**config.mk**
```make
export PLATFORM = sky130hd
export DESIGN_NAME = ex_stage
export DESIGN_NICKNAME = d
export VERILOG_FILES = /design/src/rtl/mips_pkg.sv /design/src/rtl/multu_unit.sv /design/src/rtl/ex_stage.sv
export SDC_FILE = /design/constraint.sdc
export NUM_CORES = 1
export LEC_CHECK = 0
export ABC_AREA = 1
export CORE_MARGIN = 3
export CORE_UTILIZATION = 40
export DETAILED_ROUTE_END_ITERATION = 10
export PLACE_DENSITY = 0.64
export RECOVER_POWER = 50
export SYNTH_ARGS = -nofsm -noshare
export SYNTH_HDL_FRONTEND = slang
export SYNTH_HIERARCHICAL = 1
export SYNTH_SLANG_ARGS = --single-unit
```
**constraint.sdc**
```tcl
create_clock -name clk -period 2.6 [get_ports clk]
set_input_delay 0.26 -clock clk [delete_from_list [all_inputs] [get_ports clk]]
set_output_delay 0.26 -clock clk [all_outputs]
set_load 0.01 [all_outputs]
```
**src/rtl/mips_pkg.sv**
```systemverilog
// rtl/mips_pkg.sv - shared encodings and ALU control decode for the EX stage
package mips_pkg;

    localparam logic [1:0] ALUOP_ADD   = 2'b00;
    localparam logic [1:0] ALUOP_SUB   = 2'b01;
    localparam logic [1:0] ALUOP_RTYPE = 2'b10;

    localparam logic [5:0] FUNCT_ADD   = 6'h20;
    localparam logic [5:0] FUNCT_SUB   = 6'h22;
    localparam logic [5:0] FUNCT_AND   = 6'h24;
    localparam logic [5:0] FUNCT_OR    = 6'h25;
    localparam logic [5:0] FUNCT_NOR   = 6'h27;
    localparam logic [5:0] FUNCT_SLT   = 6'h2A;
    localparam logic [5:0] FUNCT_MFHI  = 6'h10;
    localparam logic [5:0] FUNCT_MFLO  = 6'h12;
    localparam logic [5:0] FUNCT_MULTU = 6'h19;

    typedef enum logic [3:0] {
        ALU_ADD,
        ALU_SUB,
        ALU_AND,
        ALU_OR,
        ALU_NOR,
        ALU_SLT,
        ALU_MFHI,
        ALU_MFLO,
        ALU_MULTU
    } alu_ctrl_t;

    typedef enum logic {
        MULT_IDLE,
        MULT_BUSY
    } mult_state_t;

    // The reserved aluOp 11 and unknown functs fall back to add.
    function automatic alu_ctrl_t decode_alu(input logic [1:0] alu_op, input logic [5:0] funct);
        alu_ctrl_t ctrl;
        ctrl = ALU_ADD;
        if (alu_op == ALUOP_SUB) begin
            ctrl = ALU_SUB;
        end else if (alu_op == ALUOP_RTYPE) begin
            case (funct)
                FUNCT_SUB:   ctrl = ALU_SUB;
                FUNCT_AND:   ctrl = ALU_AND;
                FUNCT_OR:    ctrl = ALU_OR;
                FUNCT_NOR:   ctrl = ALU_NOR;
                FUNCT_SLT:   ctrl = ALU_SLT;
                FUNCT_MFHI:  ctrl = ALU_MFHI;
                FUNCT_MFLO:  ctrl = ALU_MFLO;
                FUNCT_MULTU: ctrl = ALU_MULTU;
                default:     ctrl = ALU_ADD;
            endcase
        end
        return ctrl;
    endfunction

    // Instructions that must wait for HI/LO or for the multiplier to free up.
    function automatic logic is_mult_dependent(input logic [1:0] alu_op, input logic [5:0] funct);
        return (alu_op == ALUOP_RTYPE) &&
               ((funct == FUNCT_MFHI) || (funct == FUNCT_MFLO) || (funct == FUNCT_MULTU));
    endfunction

endpackage

```
**src/rtl/multu_unit.sv**
```systemverilog
// rtl/multu_unit.sv - 32-cycle unsigned shift-add multiplier with HI/LO registers
module multu_unit
    import mips_pkg::*;
(
    input  logic        clk,
    input  logic        reset,
    input  logic        start,
    input  logic [31:0] a,
    input  logic [31:0] b,
    output logic        busy,
    output logic [31:0] hi,
    output logic [31:0] lo
);

    mult_state_t state;
    mult_state_t state_next;
    logic [4:0]  count;
    logic [63:0] acc;
    logic [63:0] mcand;
    logic [31:0] mplier;
    logic [63:0] acc_sum;

    // One partial product per cycle: add the shifted multiplicand when the current multiplier bit is set.
    assign acc_sum = acc + (mplier[0] ? mcand : 64'd0);
    assign busy    = (state == MULT_BUSY);

    // State register.
    always_ff @(posedge clk or negedge reset) begin
        if (!reset) begin
            state <= MULT_IDLE;
        end else begin
            state <= state_next;
        end
    end

    // Next state: launch from IDLE, return after the 32nd partial product.
    always_comb begin
        state_next = state;
        case (state)
            MULT_IDLE: if (start) state_next = MULT_BUSY;
            MULT_BUSY: if (count == 5'd31) state_next = MULT_IDLE;
            default:   state_next = MULT_IDLE;
        endcase
    end

    // Datapath: operand capture on launch, shift-add while busy, HI/LO written on the last step.
    always_ff @(posedge clk or negedge reset) begin
        if (!reset) begin
            count  <= 5'd0;
            acc    <= 64'd0;
            mcand  <= 64'd0;
            mplier <= 32'd0;
            hi     <= 32'd0;
            lo     <= 32'd0;
        end else if (state == MULT_IDLE) begin
            if (start) begin
                count  <= 5'd0;
                acc    <= 64'd0;
                mcand  <= {32'd0, a};
                mplier <= b;
            end
        end else begin
            acc    <= acc_sum;
            mcand  <= mcand << 1;
            mplier <= mplier >> 1;
            count  <= count + 5'd1;
            if (count == 5'd31) begin
                {hi, lo} <= acc_sum;
            end
        end
    end

endmodule

```
**src/rtl/ex_stage.sv**
```systemverilog
// rtl/ex_stage.sv - MIPS execute stage: ALU, branch adder, multu interlock and EX/MEM register
module ex_stage
    import mips_pkg::*;
(
    input  logic        clk,
    input  logic        reset,
    input  logic        flush,
    input  logic        ctrl_regWrite_id_ex,
    input  logic        ctrl_memToReg_id_ex,
    input  logic        ctrl_branch_id_ex,
    input  logic        ctrl_memRead_id_ex,
    input  logic        ctrl_memWrite_id_ex,
    input  logic        ctrl_regDest_id_ex,
    input  logic        ctrl_aluSrc_id_ex,
    input  logic [1:0]  ctrl_aluOp_id_ex,
    input  logic [31:0] supposed_next_address_id_ex,
    input  logic [31:0] read_data_1_id_ex,
    input  logic [31:0] read_data_2_id_ex,
    input  logic [31:0] extended_branch_offset_id_ex,
    input  logic [31:0] next_instruction_20_16_id_ex,
    input  logic [31:0] next_instruction_15_11_id_ex,
    output logic        stall_ex,
    output logic        ctrl_regWrite_ex_mem,
    output logic        ctrl_memToReg_ex_mem,
    output logic        ctrl_branch_ex_mem,
    output logic        ctrl_memRead_ex_mem,
    output logic        ctrl_memWrite_ex_mem,
    output logic [31:0] branch_address_ex_mem,
    output logic        zero_ex_mem,
    output logic [31:0] alu_result_ex_mem,
    output logic [31:0] read_data_2_ex_mem,
    output logic [4:0]  write_register_ex_mem
);

    logic [5:0]  funct;
    alu_ctrl_t   alu_ctrl;
    logic [31:0] operand_a;
    logic [31:0] operand_b;
    logic [31:0] alu_result;
    logic [31:0] branch_address;
    logic [4:0]  write_register;
    logic        is_multu;
    logic        bubble;
    logic        mult_start;
    logic        mult_busy;
    logic [31:0] hi;
    logic [31:0] lo;
    logic        unused_reg_bits;

    assign funct     = extended_branch_offset_id_ex[5:0];
    assign alu_ctrl  = decode_alu(ctrl_aluOp_id_ex, funct);
    assign operand_a = read_data_1_id_ex;
    assign operand_b = ctrl_aluSrc_id_ex ? extended_branch_offset_id_ex : read_data_2_id_ex;
    assign is_multu  = (alu_ctrl == ALU_MULTU);

    // Register indices arrive as 32-bit fields; only the low five bits name a register.
    assign unused_reg_bits = ^{next_instruction_20_16_id_ex[31:5], next_instruction_15_11_id_ex[31:5]};
    assign write_register  = ctrl_regDest_id_ex ? next_instruction_15_11_id_ex[4:0]
                                                : next_instruction_20_16_id_ex[4:0];
    assign branch_address  = supposed_next_address_id_ex + {extended_branch_offset_id_ex[29:0], 2'b00};

    // A stalled multu is not launched; it relaunches once the multiplier is idle again.
    assign stall_ex   = mult_busy & is_mult_dependent(ctrl_aluOp_id_ex, funct);
    assign bubble     = stall_ex | flush;
    assign mult_start = is_multu & ~bubble;

    multu_unit u_multu (
        .clk   (clk),
        .reset (reset),
        .start (mult_start),
        .a     (operand_a),
        .b     (operand_b),
        .busy  (mult_busy),
        .hi    (hi),
        .lo    (lo)
    );

    // ALU: modulo-2^32 arithmetic, signed slt, HI/LO moves.
    always_comb begin
        alu_result = operand_a + operand_b;
        case (alu_ctrl)
            ALU_ADD:  alu_result = operand_a + operand_b;
            ALU_SUB:  alu_result = operand_a - operand_b;
            ALU_AND:  alu_result = operand_a & operand_b;
            ALU_OR:   alu_result = operand_a | operand_b;
            ALU_NOR:  alu_result = ~(operand_a | operand_b);
            ALU_SLT:  alu_result = {31'd0, ($signed(operand_a) < $signed(operand_b))};
            ALU_MFHI: alu_result = hi;
            ALU_MFLO: alu_result = lo;
            default:  alu_result = operand_a + operand_b;
        endcase
    end

    // EX/MEM register: a bubble clears the controls and holds the data fields.
    always_ff @(posedge clk or negedge reset) begin
        if (!reset) begin
            ctrl_regWrite_ex_mem  <= 1'b0;
            ctrl_memToReg_ex_mem  <= 1'b0;
            ctrl_branch_ex_mem    <= 1'b0;
            ctrl_memRead_ex_mem   <= 1'b0;
            ctrl_memWrite_ex_mem  <= 1'b0;
            branch_address_ex_mem <= 32'd0;
            zero_ex_mem           <= 1'b0;
            alu_result_ex_mem     <= 32'd0;
            read_data_2_ex_mem    <= 32'd0;
            write_register_ex_mem <= 5'd0;
        end else if (bubble) begin
            ctrl_regWrite_ex_mem  <= 1'b0;
            ctrl_memToReg_ex_mem  <= 1'b0;
            ctrl_branch_ex_mem    <= 1'b0;
            ctrl_memRead_ex_mem   <= 1'b0;
            ctrl_memWrite_ex_mem  <= 1'b0;
        end else begin
            ctrl_regWrite_ex_mem  <= ctrl_regWrite_id_ex & ~is_multu;
            ctrl_memToReg_ex_mem  <= ctrl_memToReg_id_ex;
            ctrl_branch_ex_mem    <= ctrl_branch_id_ex;
            ctrl_memRead_ex_mem   <= ctrl_memRead_id_ex;
            ctrl_memWrite_ex_mem  <= ctrl_memWrite_id_ex & ~is_multu;
            branch_address_ex_mem <= branch_address;
            zero_ex_mem           <= (alu_result == 32'd0);
            alu_result_ex_mem     <= alu_result;
            read_data_2_ex_mem    <= read_data_2_id_ex;
            write_register_ex_mem <= write_register;
        end
    end

endmodule

```
* Word level (Yosys, flattened, before mapping)
Cells that the tools add are included.
** Word-level totals
- Bits in registers :: 337
- Output and inout bits :: 108
- Bits of input ports :: 204
- Logic and storage cells :: 82
** Operators by class
- Reduce and logical (&&, ||, !) cells :: 6
- Bitwise gates (word level) :: 11
- Muxes and demuxes :: 23
- Equal/unequal tests :: 19
- Add/sub/neg operators :: 5
- $lt $le $gt $ge :: 1
** Operators with widths (count)
- two-way mux 64 bit :: 5
- case mux 32 bit (7 select lines) :: 1
- two-way mux 32 bit :: 3
- adder 32 bit :: 2
- adder 64 bit :: 1
- bitwise AND 32 bit :: 1
- zero test 32 bit :: 1
- < comparator 32 bit :: 1
- inverter 32 bit :: 1
- OR 32 bit :: 1
- case mux 4 bit (8 select lines) :: 1
- subtractor 32 bit :: 1
- == test 6 bit, second input constant :: 5
- == test 6 x 5 -> 1 bit, second input constant :: 3
- == test 4 x 3 -> 1 bit, second input constant :: 4
- two-way mux 5 bit :: 3
- == test 4 x 2 -> 1 bit, second input constant :: 2
- two-way mux 4 bit :: 2
- two-way mux 1 bit :: 7
- adder 5 x 1 -> 5 bit, second input constant :: 1
- == test 5 bit, second input constant :: 1
- bitwise AND 1 bit :: 4
- == test 4 x 1 -> 1 bit, second input constant :: 1
- == test 4 bit, second input constant :: 1
- 9 further kinds :: 12

* Depth between registers and ports, before layout
Gate-level depths: netlist of run 1.
- Depth in word-level cells :: 10
- Depth in mapped cells :: 27
- Gate-level depth less buffers :: 25

* By module
Netlist of run 1, hierarchy kept.
** Modules (own cells, without submodules)
- multu_unit :: cells each 2329, times used 1, area an instance 15169.5 sq um
- ex_stage :: cells each 2443, times used 1, area an instance 14056.0 sq um

* Least setup slack after synthesis of run 1
Ideal clock, no wire load.
- Path type :: input -> register
- Start point :: in ctrl_aluSrc_id_ex
- End point :: reg zero_ex_mem
- Buffers on the path :: 2
- Arrival :: 2920 ps
- Path slack :: -385 ps
- Stages :: 20
- Cells stage by stage :: clkbuf_1 > clkbuf_1 > o21ai_0 > inv_1 > ha_1 > inv_1 > fa_1 > o21ai_0 > nand2_1 > nand3_1 > nand2_1 > a21oi_1 > nor2_1 > nor3_2 > nand2_1 > nor2_1 > nand2_1 > nor2_1 > nand3_1 > nand2_1
** Between the ends
- Cells in the longest elaborated chain, start to end :: 5
** RTL lines
- start: declaration :: RTL line ex_stage.sv:14 : input logic ctrl_aluSrc_id_ex,
- two-way mux 32 bit (*) :: RTL line ex_stage.sv:53 : assign operand_b = ctrl_aluSrc_id_ex ? extended_branch_offset_id_ex : read_data_2_id_ex;
- net operand_b[0] :: RTL line ex_stage.sv:38 : logic [31:0] operand_b;
- branches (longest 2 deep; another with adder 32 bit)
- case mux 32 bit (7 select lines) (*) :: RTL line ex_stage.sv:81 : case (alu_ctrl)
- zero test 32 bit (*) :: RTL line ex_stage.sv:120 : zero_ex_mem <= (alu_result == 32'd0);
- end signal: assignment :: RTL line ex_stage.sv:120
- end: declaration :: RTL line ex_stage.sv:29 : output logic zero_ex_mem,
Mark *: on every way through the listed nets, which the timed path passes.
A chain may end at the register's enable or synchronous reset.

* Worst setup path in the final report of run 1
Same ends and word-level chain as after synthesis.

==> results of run 1 <==
-- final timing paths --
kind / start / to / slack, ns / depth (start not counted)
worst max-delay path: ctrl_aluSrc_id_ex / zero_ex_mem$_DFFE_PN0N_ / -0.06 / 27
worst min-delay path: read_data_2_id_ex[17] / read_data_2_ex_mem[17]$_DFFE_PN0N_ / 0.003 / 3
worst max register to register: u_multu/mplier[0]$_DFFE_PN0P_ / u_multu/acc[42]$_DFFE_PN0P_ / -0.05 / 16
worst min register to register: read_data_2_ex_mem[2]$_DFFE_PN0N_ / read_data_2_ex_mem[2]$_DFFE_PN0N_ / 0.47 / 2
max in group asynchronous: reset / u_multu/mcand[38]$_DFFE_PN0P_ / 0.19 / 3
min in group asynchronous: reset / ctrl_memRead_ex_mem$_DFF_PN0_ / 0.71 / 2
-- metrics by stage --
stage | setup slack, ns | cell area (µm²)
after global placement | -1.56 | 38600
after detailed placement | -1.60 | 38600
after global routing | -0.192 | 43900
after floorplan | 0.000921 | 29400
after CTS | -0.0852 | 41600
final | -0.0572 | 43900
-- power by group through the flow --
stage               sequential [mW]  combinational (mW)  clock (mW)
floorplan                      7.45                7.02           0
global placement               7.53                13.1           0
detailed placement             7.56                13.2           0
CTS                            7.52                14.0        6.24
global route                   7.86                17.2        6.40
finish                         7.70                15.8        6.09
-- worst max-delay path: cells and delay by family --
family / cells / cell delay, ns
compound gates: 1 / 0.07
fa+ha+maj: 2 / 0.56
simple gates: 17 / 1.51
buf+inv: 7 / 0.77
-- Yosys cell counts (all sizes together), types with 5 or more instances --
| library cell | instances |
|---|---|
| ha | 207 |
| o22ai | 32 |
| nand3b | 11 |
| nand4 | 82 |
| clkbuf | 70 |
| inv | 846 |
| dfrtp | 337 |
| a22oi | 16 |
| a21oi | 133 |
| and2 | 6 |
| o221ai | 8 |
| nor3 | 37 |
| o21ai | 199 |
| o21bai | 18 |
| nor2 | 392 |
| xnor2 | 26 |
| nand2 | 1903 |
| or2 | 18 |
| o211ai | 5 |
| nand3 | 298 |
| xor2 | 31 |
| buf | 61 |
| a31oi | 12 |
-- per-layer routing --
metal  share of wire (%)  track usage (%)  up-vias
met4                 4.9             13.0        0
met5                   0                0        -
met1                  43             44.0    16000
li1                    -                -    16700
met2                  46             55.6     1089
met3                 5.8             3.94      249
-- what timing repair did --
item / in CTS / in global routing
endpoints found under the hold margin: 57 / 2
gates resized for setup: 361 / 490
setup endpoints to repair: 81 / 137
pin swaps: 84 / 134
setup buffers: 34 / 38
gates cloned: 1 / 3
hold buffers: 1 / 2
-- kinds of logic (layout without fill, tap and decap cells) --
kind of cell	Yosys count	after routing	share of synthesized area, %
xor gates and xnor gates	57	57	1.71
other	0	3	0
buffers and inverters	979	2024	13.1
and+or+nand+nor	2750	2750	38.9
adders and majority gates	211	211	9.14
DFF	337	337	28.9
AOI/OAI and AO/OA	438	438	8.31
-- layout make-up --
class | instances | area [µm²] | share of cell area (%)
inverters | 848 | 3200 | 7.30
repair buffers | 1101 | 9400 | 21.4
clock buffers | 62 | 1250 | 2.84
multi-input cells | 3456 | 20200 | 46.1
flip-flops and latches | 337 | 8440 | 19.2
well taps | 950 | 1190 | 2.71
diodes | 3 | 7.51 | 0.0171
clock inverters | 13 | 173 | 0.393
-- flip-flops by register name (all words and copies together) (netlist names) --
| signal | count |
|---|---|
| u_multu/acc | 64 |
| u_multu/mcand | 64 |
| alu_result_ex_mem | 32 |
| branch_address_ex_mem | 32 |
| read_data_2_ex_mem | 32 |
| u_multu/hi | 32 |
| u_multu/lo | 32 |
| u_multu/mplier | 32 |
| u_multu/count | 5 |
| write_register_ex_mem | 5 |
| ctrl_branch_ex_mem | 1 |
| ctrl_memRead_ex_mem | 1 |
| ctrl_memToReg_ex_mem | 1 |
| ctrl_memWrite_ex_mem | 1 |
| ctrl_regWrite_ex_mem | 1 |
| u_multu/busy | 1 |
| zero_ex_mem | 1 |
==> run metrics, run 1 <==
CTS H-tree depth=2; CTS Buf Count=42; Root Driver=clkbuf_16; Reg power frac=26.0%; GRT Total Usage=33.3%; Leak Pwr=23.9 nW; CTS tree=yes; global-route wire length before repair=196 mm; Async S/R FF share, synth=100%; cell area after synthesis=29200 µm²; final setup TNS=-0.227 ns; Sw Share=41.7%; Final Skew=0.0292 ns; CTS sink count=337; most common cell after layout, fill and taps aside=nand2_1; Switch Pwr=12.4 mW; Max-Cap Viols=1; Setup CP Type=in2reg; Clk Latency, worst-skew pair=0.60 ns; Area Overhead vs Synth=50.2%; Design Power=29.6 mW; WL per Instance=19.8 µm; Worst-path clk slew=0.06 ns; slew of the pin with the lowest slew margin=1.92 ns; Max Clk Rate=0.376 GHz; initial antenna violation count=6; RSZ-0062 raised after global routing=true; Final Cycle Share=102%; pin count of the biggest net entering global routing=111; Initial Utilization=40.6%; Final min period=2.66 ns; post-route ant nets=0; main area contributors after synthesis=dfrtp_1 (29%), nand2_1 (24%), inv_1 (11%), ha_1 (8.9%), nand3_1 (4.9%); Finished Layout Cells=6770; Synthesis Warnings=6; Final WS setup=-0.0572 ns; Synth top area share=28.9%; Slew HR=-28.0%; Crit path required time=3.12 ns; Syn Nets=5187; status=finished with violations; peak supply drop=688 µV; Vias/cell=5.03; failing checks=max-capacitance violations, max-slew violations, negative setup slack; Chip Height=276 µm; final RePlAce weighted congestion=1.02; worst min-delay path class=in2reg; most frequent cells in the layout=nand2_1 (1691), buf_4 (782), inv_1 (767); Comb power frac=53.4%; sequential area share after synthesis=28.9%; I/O pin total=312; Setup-failing EPs final=9; WL final=134 mm; Clk pwr share=20.6%; Most used DFF post-synth=dfrtp_1; EDFF count, synth=0; # nets final=6201; Slew Viols, Final=66; Max Root-Sink Buffers=3; CP max stage delay=0.40 ns; final hold slack=0.00323 ns; DR iter-0 viols=2840; fill count=6936; syn avg cell area=6.12 µm²; CP startpoint kind=input pin; # port buffers=257; Yosys top cell by area=dfrtp_1; Die X-Extent=276 µm; power density cells=675 nW/µm²; Util after Layout=61.0%; cell internal pwr=17.3 mW; critical path's slowest cell=fa_2; Final Hold Fails=0; total gr overflow=0; Cells after Synth=4772; DRC viols=0; Worst Path Arrival=3.18 ns; core area=72000 µm²; critical-path maximum fanout=6; Seq cells post-synth=337; Crit. End Element=flop; layout cells sized above 1=28.5%; dpl cells=6614; Yosys cell types=58; most used cell, CP=nand2_1; Die Area=76300 µm²; detailed-router iteration count before antenna repair=6; vias in the first global route=32600; vias after detailed routing=34000; detailed placer's ending HPWL=109 mm; num rows=98
No activity file was read; power rests on OpenSTA's default activity.
==> run 2: changes to the inputs <==
Settings changed: ABC_AREA 1 to not set, CORE_ASPECT_RATIO set to 0.8, PLACE_DENSITY 0.64 to 0.65.
==> run 2 against run 1 <==
  * The run ends with negative setup slack left
  * Final cell count decreased by 25%
  * Largest cell class unchanged
  * Via count shrank 15%
  * Clock skew rose by 0.026 ns
==> run metrics, run 2 <==
Final Skew=0.0549 ns; Die X-Extent=288 µm; Initial Utilization=41.0%; core area=61900 µm²; Clk Latency, worst-skew pair=0.60 ns; Setup-failing EPs final=140; Worst-path clk slew=0.06 ns; num rows=81; CP startpoint kind=flop; storage element area=8440 µm²; peak supply drop=715 µV; RSZ-0062 raised after global routing=true; Multi-input gate area=20000 µm²; Die Area=66500 µm²; most common cell after layout, fill and taps aside=buf_4; Chip Height=231 µm; vias after detailed routing=28900; Cells after Synth=3015; Synth top cells by count=nand2_1 (565), dfrtp_1 (337), o21ai_0 (265), ha_1 (207), a21oi_1 (185); Worst Path Arrival=4.34 ns; Slew Viols, Final=0; pin count of the biggest net entering global routing=108; Area Overhead vs Synth=67.0%; Vias/cell=5.73; cell area after synthesis=25400 µm²; DRC viols=0; Root Driver=clkbuf_16; Top Registers=u_multu/acc (64), u_multu/mcand (64); initial antenna violation count=2; detailed placer's ending HPWL=92.6 mm; CP cell instances=buf_12 -> buf_16 -> buf_8 -> and2_4 -> ha_4 -> a21o_1 -> a21oi_2 -> buf_6 -> a2111oi_4 -> nor3b_4 -> o2111ai_4 -> a41o_4 -> a41oi_4 -> xnor2_2 -> buf_4 -> mux2_4; total gr overflow=0; critical path's slowest cell=dfrtp_4; EDFF count, synth=0; Setup CP Type=reg2reg; CTS sink count=337; sequential area share after synthesis=33.2%; # nets final=4604; main area contributors after synthesis=dfrtp_1 (33%), ha_1 (10%), nand2_1 (8.4%), o21ai_0 (5.2%), mux2i_1 (4.3%); power density cells=786 nW/µm²; status=finished with violations; final RePlAce weighted congestion=1.03; CTS H-tree depth=2; post-route ant nets=0; Final min period=3.86 ns; Final WS setup=-1.26 ns; Final Hold Fails=0; critical-path maximum fanout=6; most common cell in the netlist=nand2_1; Most used DFF post-synth=dfrtp_1; CP max stage delay=0.58 ns; fill count=4865; Syn Nets=3430; CTS tree=yes; WP buf/inv=5; I/O pin total=312; Async S/R FF share, synth=100%; GRT Total Usage=34.7%; CTS Buf Count=39; Final Cycle Share=148%; # port buffers=257; Yosys cell types=112; Seq cells post-synth=337; Leak Pwr=19.6 nW; WL final=124 mm; detailed-router iteration count before antenna repair=5; crit-path leading delay family=compound AO/OA/AOI/OAI gates; syn avg cell area=8.42 µm²; Synth top area share=33.2%; DR iter-0 viols=2912; layout cells sized above 1=40.2%; Synthesis Warnings=6; vias in the first global route=28000; slew of the pin with the lowest slew margin=1.35 ns; failing checks=negative setup slack; Crit path required time=3.08 ns; most frequent cells in the layout=buf_4 (879), nand2_1 (533), dfrtp_1 (335); Slew HR=9.91%; Design Power=33.3 mW; Max-Cap Viols=0; WL per Instance=24.5 µm; Max Root-Sink Buffers=3; Crit. End Element=flop; global-route wire length before repair=176 mm; dpl ws=-2.18 ns; Yosys top cell by area=dfrtp_1; Max Clk Rate=0.259 GHz; worst min-delay path class=in2reg
[run 2: changes by cell type in the layout (fill, tap and decap cells not counted), sizes merged, moves of 67 or more]
cell / previous run / this run
nand2: 1903 / 566
and2: 6 / 73
mux2i: 0 / 108
o21ai: 199 / 272
nor2: 392 / 158
inv: 846 / 117
nand3: 298 / 49
buf: 829 / 1017
[run 2: worst paths after layout]
check / startpoint / to / slack (ns) / cells after the start
worst min register to register: read_data_2_ex_mem[5]$_DFFE_PN0N_ / read_data_2_ex_mem[5]$_DFFE_PN0N_ / 0.47 / 2
min in group asynchronous: reset / u_multu/acc[57]$_DFFE_PN0P_ / 0.52 / 2
max in group asynchronous: reset / u_multu/acc[14]$_DFFE_PN0P_ / 0.38 / 3
worst min-delay path: read_data_2_id_ex[18] / read_data_2_ex_mem[18]$_DFFE_PN0N_ / 0.03 / 3
worst max register to register: u_multu/mplier[0]$_DFFE_PN0P_ / u_multu/hi[26]$_DFFE_PN0P_ / -1.26 / 16
worst max-delay path: u_multu/mplier[0]$_DFFE_PN0P_ / u_multu/hi[26]$_DFFE_PN0P_ / -1.26 / 16
[run 2: worst reg2reg max path: stages, from the launching register on]
cell	delay [ns]
dfrtp_4	0.58
buf_12	0.19
buf_16	0.12
buf_8	0.12
and2_4	0.13
ha_4	0.27
a21o_1	0.18
a21oi_2	0.08
buf_6	0.16
a2111oi_4	0.48
nor3b_4	0.12
o2111ai_4	0.31
a41o_4	0.32
a41oi_4	0.12
xnor2_2	0.20
buf_4	0.16
mux2_4	0.25
[run 2: cell families (layout without fill, tap and decap cells)]
kind of cell | after synthesis | count (layout) | synth area share [%]
compound gates | 869 | 869 | 22.6
xor+xnor | 123 | 123 | 4.25
fa+ha+maj | 211 | 211 | 10.5
buf+inv | 273 | 1473 | 4.32
flops | 337 | 337 | 33.2
mux | 140 | 140 | 5.71
other cells | 0 | 1 | 0
simple gates | 1062 | 1062 | 19.4
[run 2: metal layers]
layer,vias up,track usage [%],part of all wire (%)
met5,-,0,0
met1,14400,51.2,44
met4,0,6.90,2.3
li1,13000,-,-
met2,1291,53.4,45
met3,179,6.03,8.4
[run 2: per-stage QoR]
step	setup TNS, ns	std cells	utilization [%]	instance area (µm²)	hold WS, ns
6_report	-109.90	5046	68.4	42400	0.0251
5_1_grt	-120.42	5045	68.4	42400	0.0283
4_1_cts	-86.04	4984	64.7	40000	0.0425
3_5_place_dp	-215.02	4862	58.9	36400	0.344
3_3_place_gp	-202.81	4862	58.9	36400	0.327
2_1_floorplan	-25.38	3015	-	26500	-0.0356
[run 2: area by class of cell]
| cell class | instances | share of cell area [%] |
|---|---|---|
| multi-input cells | 2405 | 47.2 |
| repair buffers | 1290 | 26.5 |
| flip-flops and latches | 337 | 19.9 |
| clock buffers | 55 | 2.61 |
| well taps | 830 | 2.45 |
| inverters | 116 | 1.03 |
| clock inverters | 12 | 0.313 |
| diodes | 1 | 0.00590 |
[run 2: repair_timing]
item,CTS,global route
pin swaps,137,191
hold buffers,1,2
resized for setup,379,422
endpoints found under the setup margin,168,228
endpoints found under the hold margin,71,2
cloned,2,5
setup buffers,63,83
[run 2: power breakdown]
group	leakage (nW)	total (mW)	internal, mW	switching, mW
Sequential	4.31	7.89	6.70	1.19
Clock	0.605	5.48	3.00	2.47
Combinational	14.7	19.9	9.97	9.96
Total	19.6	33.3	19.7	13.6
